$ cat config.mk
export PLATFORM = sky130hd
export DESIGN_NAME = mdc_counter
export DESIGN_NICKNAME = d
export VERILOG_FILES = /design/src/rtl/mdc_pkg.sv /design/src/rtl/mdc_digit.sv /design/src/rtl/mdc_counter.sv
export SDC_FILE = /design/constraint.sdc
export NUM_CORES = 1
export LEC_CHECK = 0
export CAP_MARGIN = 20
export CORE_MARGIN = 2
export CORE_UTILIZATION = 30
export CTS_CLUSTER_DIAMETER = 40
export DETAILED_ROUTE_END_ITERATION = 12
export PLACE_DENSITY = 0.56
export SLEW_MARGIN = 20
export SYNTH_ARGS = -nofsm -noshare
export SYNTH_HDL_FRONTEND = slang
export SYNTH_SLANG_ARGS = --single-unit
$ cat constraint.sdc
create_clock -name mdc_clk -period 7.7 [get_ports mdc_clk]
set_input_delay 1.54 -clock mdc_clk [delete_from_list [all_inputs] [get_ports mdc_clk]]
set_output_delay 1.54 -clock mdc_clk [all_outputs]
set_load 0.02 [all_outputs]
$ cat src/rtl/mdc_pkg.sv
// Shared definitions for the multi-digit up/down counter.
//   DIGIT_W   : width of one BCD/hex digit
//   DEC_MAX   : largest digit value in decimal mode
//   HEX_MAX   : largest digit value in hex mode
//   digit_t   : one digit
//   digit_max : largest legal digit value for the given mode select
package mdc_pkg;

  localparam int unsigned DIGIT_W = 4;
  localparam logic [DIGIT_W-1:0] DEC_MAX = 4'd9;
  localparam logic [DIGIT_W-1:0] HEX_MAX = 4'hF;

  typedef logic [DIGIT_W-1:0] digit_t;

  function automatic digit_t digit_max(input logic sel);
    return sel ? DEC_MAX : HEX_MAX;
  endfunction

endpackage

$ cat src/rtl/mdc_digit.sv
// One digit cell of the counter: computes the stepped value of a single digit.
//   sel        in  1 = decimal (max 9), 0 = hex (max F)
//   dir        in  1 = up, 0 = down
//   cin        in  step request from the previous digit (or the count enable)
//   value      in  current digit value
//   next_value out digit value after the step (unchanged when cin is low)
//   cout       out this digit is at its terminal value and cin is high
module mdc_digit
  import mdc_pkg::*;
(
  input  logic               sel,
  input  logic               dir,
  input  logic               cin,
  input  logic [DIGIT_W-1:0] value,
  output logic [DIGIT_W-1:0] next_value,
  output logic               cout
);

  digit_t max_v;
  digit_t eff_v;
  logic   at_term;

  always_comb begin
    max_v = digit_max(sel);
    // A-F left over from hex mode is treated as 9 in decimal mode.
    eff_v = (value > max_v) ? max_v : value;
    at_term = dir ? (eff_v == max_v) : (eff_v == '0);
    next_value = value;
    if (cin) begin
      if (at_term) begin
        next_value = dir ? '0 : max_v;
      end else begin
        next_value = dir ? (eff_v + 4'd1) : (eff_v - 4'd1);
      end
    end
    cout = cin & at_term;
  end

endmodule

$ cat src/rtl/mdc_counter.sv
// Multi-digit cascadable up/down counter, decimal or hex per digit mode.
//   DIGITS     : number of 4-bit digits (1-8)
//   WRAP       : 1 = wrap at terminal count, 0 = saturate
//   mdc_clk    in  clock, rising edge
//   mdc_rst_n  in  synchronous active-low reset, highest priority
//   mdc_sel    in  1 = decimal, 0 = hex
//   mdc_en     in  count enable
//   mdc_dir    in  1 = up, 0 = down
//   mdc_clr    in  synchronous clear
//   mdc_load   in  parallel load strobe
//   mdc_d      in  load value, digit k at [4k+3:4k]
//   mdc_q      out registered count
//   mdc_tc     out combinational terminal count for cascading
//   mdc_ovf    out sticky wrap/saturate flag
module mdc_counter
  import mdc_pkg::*;
#(
  parameter int unsigned DIGITS = 2,
  parameter bit          WRAP   = 1'b1
) (
  input  logic                    mdc_clk,
  input  logic                    mdc_rst_n,
  input  logic                    mdc_sel,
  input  logic                    mdc_en,
  input  logic                    mdc_dir,
  input  logic                    mdc_clr,
  input  logic                    mdc_load,
  input  logic [DIGIT_W*DIGITS-1:0] mdc_d,
  output logic [DIGIT_W*DIGITS-1:0] mdc_q,
  output logic                    mdc_tc,
  output logic                    mdc_ovf
);

  logic [DIGIT_W*DIGITS-1:0] q_q, q_d;
  logic [DIGIT_W*DIGITS-1:0] step_v;
  logic [DIGIT_W*DIGITS-1:0] load_v;
  logic                      ovf_q, ovf_d;
  logic [DIGITS:0]           carry;
  logic                      term_hit;

  assign carry[0] = mdc_en;

  for (genvar k = 0; k < DIGITS; k++) begin : g_digit
    mdc_digit u_digit (
      .sel        (mdc_sel),
      .dir        (mdc_dir),
      .cin        (carry[k]),
      .value      (q_q[DIGIT_W*k +: DIGIT_W]),
      .next_value (step_v[DIGIT_W*k +: DIGIT_W]),
      .cout       (carry[k+1])
    );
  end

  // The step request survives the whole chain only when enabled and every
  // digit is terminal; the chain's own result is then the wrapped value.
  assign term_hit = carry[DIGITS];

  always_comb begin
    load_v = mdc_d;
    if (mdc_sel) begin
      for (int unsigned k = 0; k < DIGITS; k++) begin
        if (mdc_d[DIGIT_W*k +: DIGIT_W] > DEC_MAX) begin
          load_v[DIGIT_W*k +: DIGIT_W] = DEC_MAX;
        end
      end
    end
  end

  always_comb begin
    q_d   = q_q;
    ovf_d = ovf_q;
    if (mdc_clr) begin
      q_d   = '0;
      ovf_d = 1'b0;
    end else if (mdc_load) begin
      q_d = load_v;
    end else if (term_hit) begin
      ovf_d = 1'b1;
      if (WRAP) begin
        q_d = step_v;
      end
    end else if (mdc_en) begin
      q_d = step_v;
    end
  end

  always_ff @(posedge mdc_clk) begin
    if (!mdc_rst_n) begin
      q_q   <= '0;
      ovf_q <= 1'b0;
    end else begin
      q_q   <= q_d;
      ovf_q <= ovf_d;
    end
  end

  assign mdc_q   = q_q;
  assign mdc_ovf = ovf_q;
  assign mdc_tc  = term_hit & ~mdc_clr & ~mdc_load;

endmodule

Word level (Yosys, flattened, before mapping)
Cells that the tools add are included.
- add/sub/neg operators: 4
- magnitude comparators: 4
- equal/unequal tests: 2
- mux-type cells: 18
- bitwise gates (word level): 7
- reduce and logical (&&, ||, !) cells: 5
- operators with widths (cell ; count):
    $mux W4 ; 11
    $mux W8 ; 4
    $add A4 B1 Y4 const B ; 2
    $eq A4 B4 Y1 ; 2
    $gt A4 B4 Y1 ; 2
    $gt A4 B4 Y1 const B ; 2
    $logic_not A4 Y1 ; 2
    $sub A4 B1 Y4 const B ; 2
    $and A1 B1 Y1 ; 4
    $mux W3 ; 1
    $not A1 Y1 ; 3
    $reduce_bool A3 Y1 ; 1
    $mux W1 ; 2
    $reduce_and A2 Y1 ; 1
    $reduce_or A2 Y1 ; 1
- register bits after elaboration: 9
- input port bits: 15
- output and inout port bits: 10
- word-level logic and storage cells: 42

Logic depth before layout (Yosys ltp)
- word-level depth: 10
- gate-level depth with buffers: 11
- mapped depth without buffers: 11

Cells and area by module
From an unflattened synthesis, not the netlist that was laid out.
- cell total of the unflattened synthesis: 139
- area, all modules: 1073.5 µm²
- modules (own cells, without submodules) (module ; times used ; cells an instance ; area each (µm²) ; sequential area each (µm²)):
    mdc_digit ; 2 ; 45 ; 310.3 ; 0.0
    mdc_counter ; 1 ; 49 ; 452.9 ; 180.2

Worst setup path after synthesis
No wires, ideal clock.
- kind: input -> output
- start: input mdc_sel
- end: output mdc_tc
- arrival time: 2.945 ns
- data required time: 6.160 ns
- slack: 3.215 ns
- stages: 6
- buffers on the path: 0
- cells stage by stage: ha_1 a211o_1 a41o_1 a211o_1 nand3_1 nor2_1
- longest elaborated chain between the ends: 9
- elaborated cells between the ends (all ways): 15
- classes of those cells: 2 x order compare; 2 x eq/ne; 5 x mux; 4 x bitwise; 2 x reduce/logical
- ends and longest elaborated chain (item ; line ; RTL):
    from (decl) ; mdc_counter.sv:23 ; input logic mdc_sel,
    $mux W3 * ; mdc_pkg.sv:16 ; return sel ? DEC_MAX : HEX_MAX;
    $gt A4 B4 Y1 ; mdc_digit.sv:26 ; eff_v = (value > max_v) ? max_v : value;
    $mux W4 ; mdc_digit.sv:26 ;
    $eq A4 B4 Y1 / $logic_not A4 Y1 (equally long branches) ; mdc_digit.sv:27 ; at_term = dir ? (eff_v == max_v) : (eff_v == '0);
    $mux W1 ; mdc_digit.sv:27 ;
    $and A1 B1 Y1 ; mdc_digit.sv:36 ; cout = cin & at_term;
    $and A1 B1 Y1 * ; mdc_digit.sv:36 ;
    $and A1 B1 Y1 * (2 in series) ; mdc_counter.sv:99 ; assign mdc_tc = term_hit & ~mdc_clr & ~mdc_load;
    to (decl) ; mdc_counter.sv:30 ; output logic mdc_tc,
Mark *: on every way between the ends. The rest lies on a longest branch, timed or not.

Final worst setup path
Ends and elaborated chain as after synthesis.

==> impl_metrics.tcl <==
set metrics [dict create \
    status "finished, final reports clean" \
    synth_area_leaders "dfxtp_1, ha_1, nand3_1" \
    portBuffers 24 \
    cp_num_buf_inv 2 \
    slew_violations 0 \
    final.setup.tns_ns 0 \
    synth_area_leader_cell "dfxtp_1" \
    grt_pass1_wl_um 5130 \
    yosysUniqueCellTypes 46 \
    vias_per_cell 5.77 \
    die_h_um 63.2 \
    insertion_delay_ns 0.27 \
    peakVddDrop_mv 0.0791 \
    power_density_nw_per_um2 116 \
    cts_hold_buffers 0 \
    post-cts-setup-buffers 0 \
    cts_buffers 3 \
    cts-htree-levels 1 \
    core_um2 3340 \
    setup_ws_ns 1.69 \
    rsz0062_at_grt "no" \
    finalSetupViolCount 0 \
    antenna_found_initial 0 \
    final_nets 185 \
    fin_crit_ns 6.01 \
    finish.utilization_pct 40.6 \
    fin_worst_skew_ns 0.00545 \
    ctsLongestPathBuffers 2 \
    mappedNetlistArea_um2 1050 \
    grt_max_degree 18 \
    cpMaxStageDelayCell "clkdlybuf4s50_1" \
    place_hpwl_um 2310 \
    end_kind "output pin" \
    routed_wl_um 2910 \
    synth-warning-count 0 \
    cp_max_fo 17 \
    tightest_slew_ns 0.650 \
    async_flop_share_pct 0 \
    fp.dieW_um 63.2 \
    synth-seq-cells 9 \
    gp_congestion 0.817 \
    drive_above_1_share_pct 3.77 \
    syn_nets 161 \
    critical_path.cell_chain "clkdlybuf4s50_1 > ha_1 > a211o_1 > a41o_1 > a211o_1 > nand3_1 > nor2_1 > clkdlybuf4s50_1" \
    vias 1183 \
    fin_crit_sh_pct 78.0 \
    grt_pass1_vias 1111 \
    required_ns 6.16 \
    critPathTopFamily "buffers and inverters" \
    die_area_um2 3990 \
    grt_overflow 0 \
    clock-sinks 9 \
    power_leakage_nw 0.566 \
    ys.flop_type "dfxtp_1" \
    max-slew-margin-rel_pct 56.3 \
    syn2layout_area_growth_pct 29.1 \
    syn_area_per_cell_um2 7.72 \
    track_usage_pct 15.8 \
    clkTransAtPathRegs_ns 0.07 \
    cap_violations 0 \
    ant_nets 0 \
    crit_arrival_ns 4.47 \
    ctsResizeCount 0 \
    ios 25 \
    finalHoldViolCount 0 \
    power_w 0.000157 \
    crit_type "in2out" \
    synth_edf_count 0 \
    remaining_drc_errors 0 \
    diodes 0 \
    root_buffer "clkbuf_4" \
    synth_commonest_cells "inv_1, nand3_1, dfxtp_1" \
    yosysSeqAreaShare_pct 17.2 \
    wire_per_inst_um 14.2 \
    dr.pass1.iters 6 \
    initial_core_util_pct 31.5 \
    nFillCells 367 \
    cts_tree "built" \
    hold_class "reg2reg" \
    postSynthCellCount 136 \
    startpoint_type "input port" \
    fmax_mhz 166 \
    post-place-ws_ns 1.72 \
    synth_top_area_share_pct 17.2 \
    dr.first_iter.drc_count 74 \
    num_rows 21 \
    slowest_delay_ns 0.87 \
]
==> flip-flops by register name, indices dropped and copies added, names as in the netlist <==
register  cells
mdc_q         8
mdc_ovf       1
==> report_power, final <==
| part | switching, W | total, W | internal, W |
|---|---|---|---|
| clock network | 0.0000192 | 0.0000393 | 0.0000201 |
| logic | 0.0000335 | 0.0000629 | 0.0000293 |
| registers | 0.00000541 | 0.0000544 | 0.0000490 |
==> path summary, 6_finish.rpt <==
kind                                from       end  cells after the start  slack, ns
worst max-delay path             mdc_sel    mdc_tc                      8       1.69
worst min-delay path             mdc_ovf   mdc_ovf                      2       0.45
worst max register to register  mdc_q[6]  mdc_q[7]                      9       4.90
worst min register to register   mdc_ovf   mdc_ovf                      2       0.45
==> cell type report <==
type	count	area (µm²)	share of cell area, %
Clock buffer	4	26.3	1.94
Inverter	10	37.5	2.77
Multi-Input combinational cell	112	813	60.0
Sequential cell	9	180	13.3
Tap cell	46	57.6	4.25
Timing Repair Buffer	24	240	17.7
==> layer usage <==
layer	routed length (µm)	up-vias	global-route usage [%]
met5	0	-	0
li1	-	578	-
met2	1430	24	27.9
met1	1380	579	19.3
met3	98	2	4.46
met4	14	0	2.50
==> logic make-up (layout without fill, tap and decap cells) <==
group / Yosys count / count (layout) / share of synthesized area [%]
compound gates: 50 / 50 / 36.2
xor+xnor: 2 / 2 / 1.67
fa+ha+maj: 10 / 10 / 13.3
buf+inv: 15 / 38 / 5.36
flops: 9 / 9 / 17.2
mux: 2 / 2 / 1.91
simple gates: 48 / 48 / 24.3
==> worst reg2reg max path, cell delays in order (launching register included) <==
cell	delay, ns
dfxtp_1	0.47
ha_1	0.31
a21o_1	0.21
and2_1	0.18
a31oi_1	0.28
ha_1	0.30
a2111oi_0	0.39
nor3_1	0.13
o311ai_0	0.30
o22ai_1	0.10
==> metrics by stage <==
step | cells | hold slack [ns] | instance area, µm²
floorplan | 136 | 0.522 | 1050
global placement | 201 | 0.439 | 1330
global route | 205 | 0.473 | 1360
CTS | 205 | 0.453 | 1360
detailed placement | 201 | 0.442 | 1330
finish | 205 | 0.451 | 1360
==> cells in the final DEF (no fill, tap or decap), types with 5 or more instances in the layout <==
cell type and n:
nor2b_1 5, inv_1 10, nor3_1 6, dfxtp_1 9
nor2_1 6, ha_1 8, clkdlybuf4s50_1 24, nand2_1 8
nand3_1 10, a21o_1 5, a21oi_1 8
Note: power is estimated with default switching activity, not from simulation.
==> RTL change 1: new RTL, same settings <==
Reset style: asynchronous (`mdc_rst_n`), changed in one clocked block. Comments in the files are not updated.
--- a/src/rtl/mdc_counter.sv
+++ b/src/rtl/mdc_counter.sv
@@ -85,5 +85,5 @@
   end
 
-  always_ff @(posedge mdc_clk) begin
+  always_ff @(posedge mdc_clk or negedge mdc_rst_n) begin
     if (!mdc_rst_n) begin
       q_q   <= '0;
Formal check against the unedited RTL: differs if mdc_rst_n is asserted again (counterexample within 4 cycles, from zero or initial values and one cycle with mdc_rst_n low); with mdc_rst_n held inactive, the same outputs for 10 cycles.
==> RTL change 1 against the unedited design <==
  * Synthesized area decreased by 1.3%
  * Global-route usage decreased by 1.3 points
  * Wire length decreased by 10%
  * Largest cell class unchanged
  * Count of clock-buffer cells in the layout did not move
  * Critical path type unchanged
  * Worst setup slack better by 0.28 ns
  * Design area is 1.8% lower
  * Hold slack better by 0.057 ns
  * Power grew 32%
  * Sequential cell count stayed put
  * Critical endpoint unchanged
==> RTL change 1: results (changes against the unedited design) <==
The total instance count after detailed placement was 187 (was 201); the depth of the most critical reg-to-reg path was 11 (was 9). Non-clock inverter total of the final layout: 6 (was 10). Startpoint of the worst-slack reg-to-reg timing path: mdc_q[6] (unchanged).

The share of the final layout cell area in multi-input gates is 0.570 (was 0.600), and the switching power is 0.0000843 W (was 0.0000582 W). The maximum net fanout on the critical path is 16 (was 17), and the first-pass GRT wire length is 4620 um (was 5130 um). Pin count of the biggest net entering global routing: 17 (was 18). The post-synthesis instance total was 121 (was 136). The run finished with clean final reports.

The via count of the first global-routing pass is 1030 (was 1111), and the filler cell count is 353 (was 367). The total wire length was 2610 um (was 2910 um). The width of the die is 62.8 um (was 63.2 um). The weighted congestion at the end of routability-driven global placement is 0.807 (was 0.817), and the detail-routed via count per cell is 5.54 (was 5.77). The tools report the final hold slack as 0.509 ns (was 0.451 ns). Largest cell class by area: multi-input gates (unchanged).

Endpoint of the worst register-to-register path: mdc_q[7] (unchanged). The cell depth of the worst min-delay path works out to 1 (was 2). The HPWL reported at the end of detailed placement was 2080 um (was 2310 um); the initial DRC count was 81 (was 74). The total number of multi-input combinational cells is 102 (was 112). Cell types with the largest area share after synthesis: sky130_fd_sc_hd__dfrtp_1 22%, sky130_fd_sc_hd__ha_1 9.7%, sky130_fd_sc_hd__a21o_1 5.1% (was sky130_fd_sc_hd__dfxtp_1 17%, sky130_fd_sc_hd__ha_1 9.5%, sky130_fd_sc_hd__nand3_1 4.8%).

For the final standard cell utilization of the core, the log shows 0.399 (was 0.406). The number of nets at the end of the flow is 171 (was 185), and the total routing usage reported by global routing is 0.145 (was 0.158). The fraction of standard cell area that is sequential was 0.169 (was 0.133). The run gives 45 (was 46) as the count of distinct cell types in the synthesized netlist. The maximum vdd drop was 0.0797 mV (was 0.0791 mV); the leakage power was 0.564 nW (was 0.566 nW). The peak per-stage delay on the critical path is 0.71 ns (was 0.87 ns).

The share of final-layout standard cells stronger than drive strength 1 was 0.0897 (was 0.0377); the total of warnings raised by yosys was 0 (unchanged). The endpoint arrival time on the critical path came out at 4.19 ns (was 4.47 ns). The final setup skew came out at 0.00200 ns (was 0.00545 ns). The run gives 1.96 ns (was 1.72 ns) as the worst setup slack after placement. The share of synthesized flip-flops with an asynchronous set or reset is 1.00 (was 0). The measured slew at the worst slew-check pin is 0.586 ns (was 0.650 ns), and the instance area after placement is 1310 um2 (was 1330 um2). The detailed-router iteration count before antenna repair was 4 (was 6). The internal reg-to-reg setup slack is 4.97 ns (was 4.90 ns).
RTL change 1: cell types whose count changed after synthesis, sizes merged, moves of 3 or more:
cell,unedited run,this run
and2,3,0
buf,0,3
o21ai,4,7
inv,10,6
dfrtp,0,9
dfxtp,9,0
clkbuf,5,1
nand3,10,6
a31oi,4,1
a21o,5,8
RTL change 1: cell families after synthesis:
family          count (synthesis)  share of synthesized area
compound gates                 44                      0.326
xor+xnor                        5                     0.0423
simple gates                   43                      0.229
buf+inv                        10                     0.0495
fa+ha+maj                      10                      0.135
flops                           9                      0.217
RTL change 1: metal layers:
metal / share of wire / wire [um] / global-route usage / vias to the layer above
met2: 0.51 / 1330 / 0.251 / 27
met1: 0.44 / 1160 / 0.179 / 522
met5: 0 / 0 / 0 / -
li1: - / - / - / 507
met3: 0.043 / 113 / 0.0414 / 2
met4: 0.0054 / 14 / 0.0278 / 0
RTL change 1: worst max path at each step:
stage            start  endpoint  slack (ns)  cells after the start
3_5_place_dp   mdc_sel    mdc_tc        1.96                      8
6_report       mdc_sel    mdc_tc        1.97                      8
2_1_floorplan  mdc_sel    mdc_tc        3.37                      6
5_1_grt        mdc_sel    mdc_tc        1.79                      8
3_3_place_gp   mdc_sel    mdc_tc        2.01                      8
4_1_cts        mdc_sel    mdc_tc        1.95                      8
RTL change 1: power by group through the flow:
stage / sequential [W] / clock (W) / combinational (W)
2_1_floorplan: 0.0000676 / 0 / 0.0000671
3_3_place_gp: 0.0000656 / 0 / 0.000102
3_5_place_dp: 0.0000655 / 0 / 0.000105
4_1_cts: 0.0000646 / 0.0000390 / 0.000105
5_1_grt: 0.0000660 / 0.0000419 / 0.000116
6_report: 0.0000650 / 0.0000382 / 0.000104
==> RTL change 2: new RTL, same settings <==
Without the edit above. Change the parameter `WRAP` from 1'b1 to 1'b0.
--- a/src/rtl/mdc_counter.sv
+++ b/src/rtl/mdc_counter.sv
@@ -17,5 +17,5 @@
 #(
   parameter int unsigned DIGITS = 2,
-  parameter bit          WRAP   = 1'b1
+  parameter bit          WRAP   = 1'b0
 ) (
   input  logic                    mdc_clk,
Function: changed (Yosys sat finds a counterexample within 4 cycles, from zero or initial values).
==> RTL change 2 against the unedited design <==
  * Synthesized area grew 12%
  * Wire length rose by 13%
  * Final cell count increased by 8.3%
  * First-iteration DRC count increased by 32%
  * Worst setup slack got worse by 0.026 ns
  * Sequential cell count unchanged
  * Sequential power up 3%
  * Power grew 15%
  * Count of clock-buffer cells in the layout unchanged
  * Clock power increased by 41%
  * Largest power group unchanged
  * Design area increased by 9.4%
  * Largest cell class unchanged
  * Sequential share of layout area down 1.1 points
  * Hold slack improved by 0.043 ns
==> RTL change 2: results (changes against the unedited design) <==
The run finished with clean final reports. Peak per-stage delay on the critical path: 0.75 ns (was 0.87 ns). The total combinational power is 0.0000683 W (was 0.0000629 W). The power density relative to cell area was 121 nW/um2 (was 116 nW/um2).

The fraction of power spent switching nets works out to 0.353 (was 0.372). The via count of the first global-routing pass was 1251 (was 1111); the depth of the most critical reg-to-reg path was 11 (was 9). The clock insertion delay at the later pin of the skew report is 0.23 ns (was 0.27 ns), and the routed wire length per instance is 14.8 um (was 14.2 um). Cell types with the largest area share after synthesis: sky130_fd_sc_hd__dfxtp_1 15%, sky130_fd_sc_hd__ha_1 8.5%, sky130_fd_sc_hd__nand2_1 5.8% (was sky130_fd_sc_hd__dfxtp_1 17%, sky130_fd_sc_hd__ha_1 9.5%, sky130_fd_sc_hd__nand3_1 4.8%).

For the number of nets in the synthesized netlist, the log shows 176 (was 161). The endpoint of the worst hold-timing path was mdc_ovf (unchanged). The worst-case headroom to the max-slew limit came out at 0.565 (was 0.563). The share of the final layout cell area in multi-input gates was 0.635 (was 0.600); the total wire length was 3280 um (was 2910 um). The buffering overhead works out to 0.162 (was 0.177). The share of final-layout standard cells stronger than drive strength 1 was 0.103 (was 0.0377); the mean instance size in the synthesized netlist was 7.76 um2 (was 7.72 um2). For the met3 global-route usage, the log shows 0.0152 (was 0.0446).

List of most frequent post-synthesis cells: 18 x sky130_fd_sc_hd__nand2_1, 13 x sky130_fd_sc_hd__a21oi_1, 13 x sky130_fd_sc_hd__nor2_1, 9 x sky130_fd_sc_hd__dfxtp_1, 8 x sky130_fd_sc_hd__ha_1 (was 10 x sky130_fd_sc_hd__inv_1, 10 x sky130_fd_sc_hd__nand3_1, 9 x sky130_fd_sc_hd__dfxtp_1). The leakage power is 0.575 nW (was 0.566 nW), and the total instance count after detailed placement is 218 (was 201). The count of distinct cell types in the synthesized netlist is 54 (was 46). Adder-cell share of the synthesized area: 0.120 (was 0.133). The tools report the total number of vias as 1244 (was 1183).

For the pin count of the biggest net entering global routing, the log shows 17 (was 18). The portion of netlist area occupied by mux cells came out at 0.0171 (was 0.0191). The tools report the source of the worst hold timing path as mdc_ovf (unchanged). The logs give 4.49 ns (was 4.47 ns) for the endpoint arrival time on the critical path and 200 (was 185) for the number of nets at the end of the flow. The logs give 0.00154 ns (was 0.00545 ns) for the final setup skew and 1580 um (was 1380 um) for the routed metal-1 wire length. The detailed-routed wire length on met2 was 1500 um (was 1430 um); the weighted congestion at the end of routability-driven global placement was 0.871 (was 0.817). Compound-gate portion of the synthesized area: 0.347 (was 0.362). Routing usage on met1: 0.222 (was 0.193). The maximum net fanout on the critical path was 14 (was 17).

The global routing met2 resource utilization was 0.271 (was 0.279). The total number of multi-input combinational cells is 133 (was 112), and the HPWL reported at the end of detailed placement is 2540 um (was 2310 um).
==> RTL change 2: worst max-delay path, delay by kind of cell <==
kind	cells	cell delay (ns)
fa+ha+maj	1	0.52
simple gates	2	0.75
compound gates	2	0.28
buf+inv	2	1.41
==> RTL change 2: stage by stage <==
| stage | hold slack (ns) | area, um2 | utilization |
|---|---|---|---|
| final | 0.495 | 1480 | 0.399 |
| after global routing | 0.538 | 1480 | 0.399 |
| after CTS | 0.494 | 1480 | 0.399 |
| after detailed placement | 0.473 | 1440 | 0.387 |
| after global placement | 0.462 | 1440 | 0.387 |
| after floorplan | 0.570 | 1170 | - |
==> RTL change 2: cell families (layout without fill, tap and decap cells) <==
logic type | after synthesis | after routing
AOI/OAI and AO/OA | 54 | 54
xor gates and xnor gates | 4 | 4
adders and majority gates | 10 | 10
buffers and inverters | 9 | 32
DFF | 9 | 9
muxes | 2 | 2
and+or+nand+nor | 63 | 63
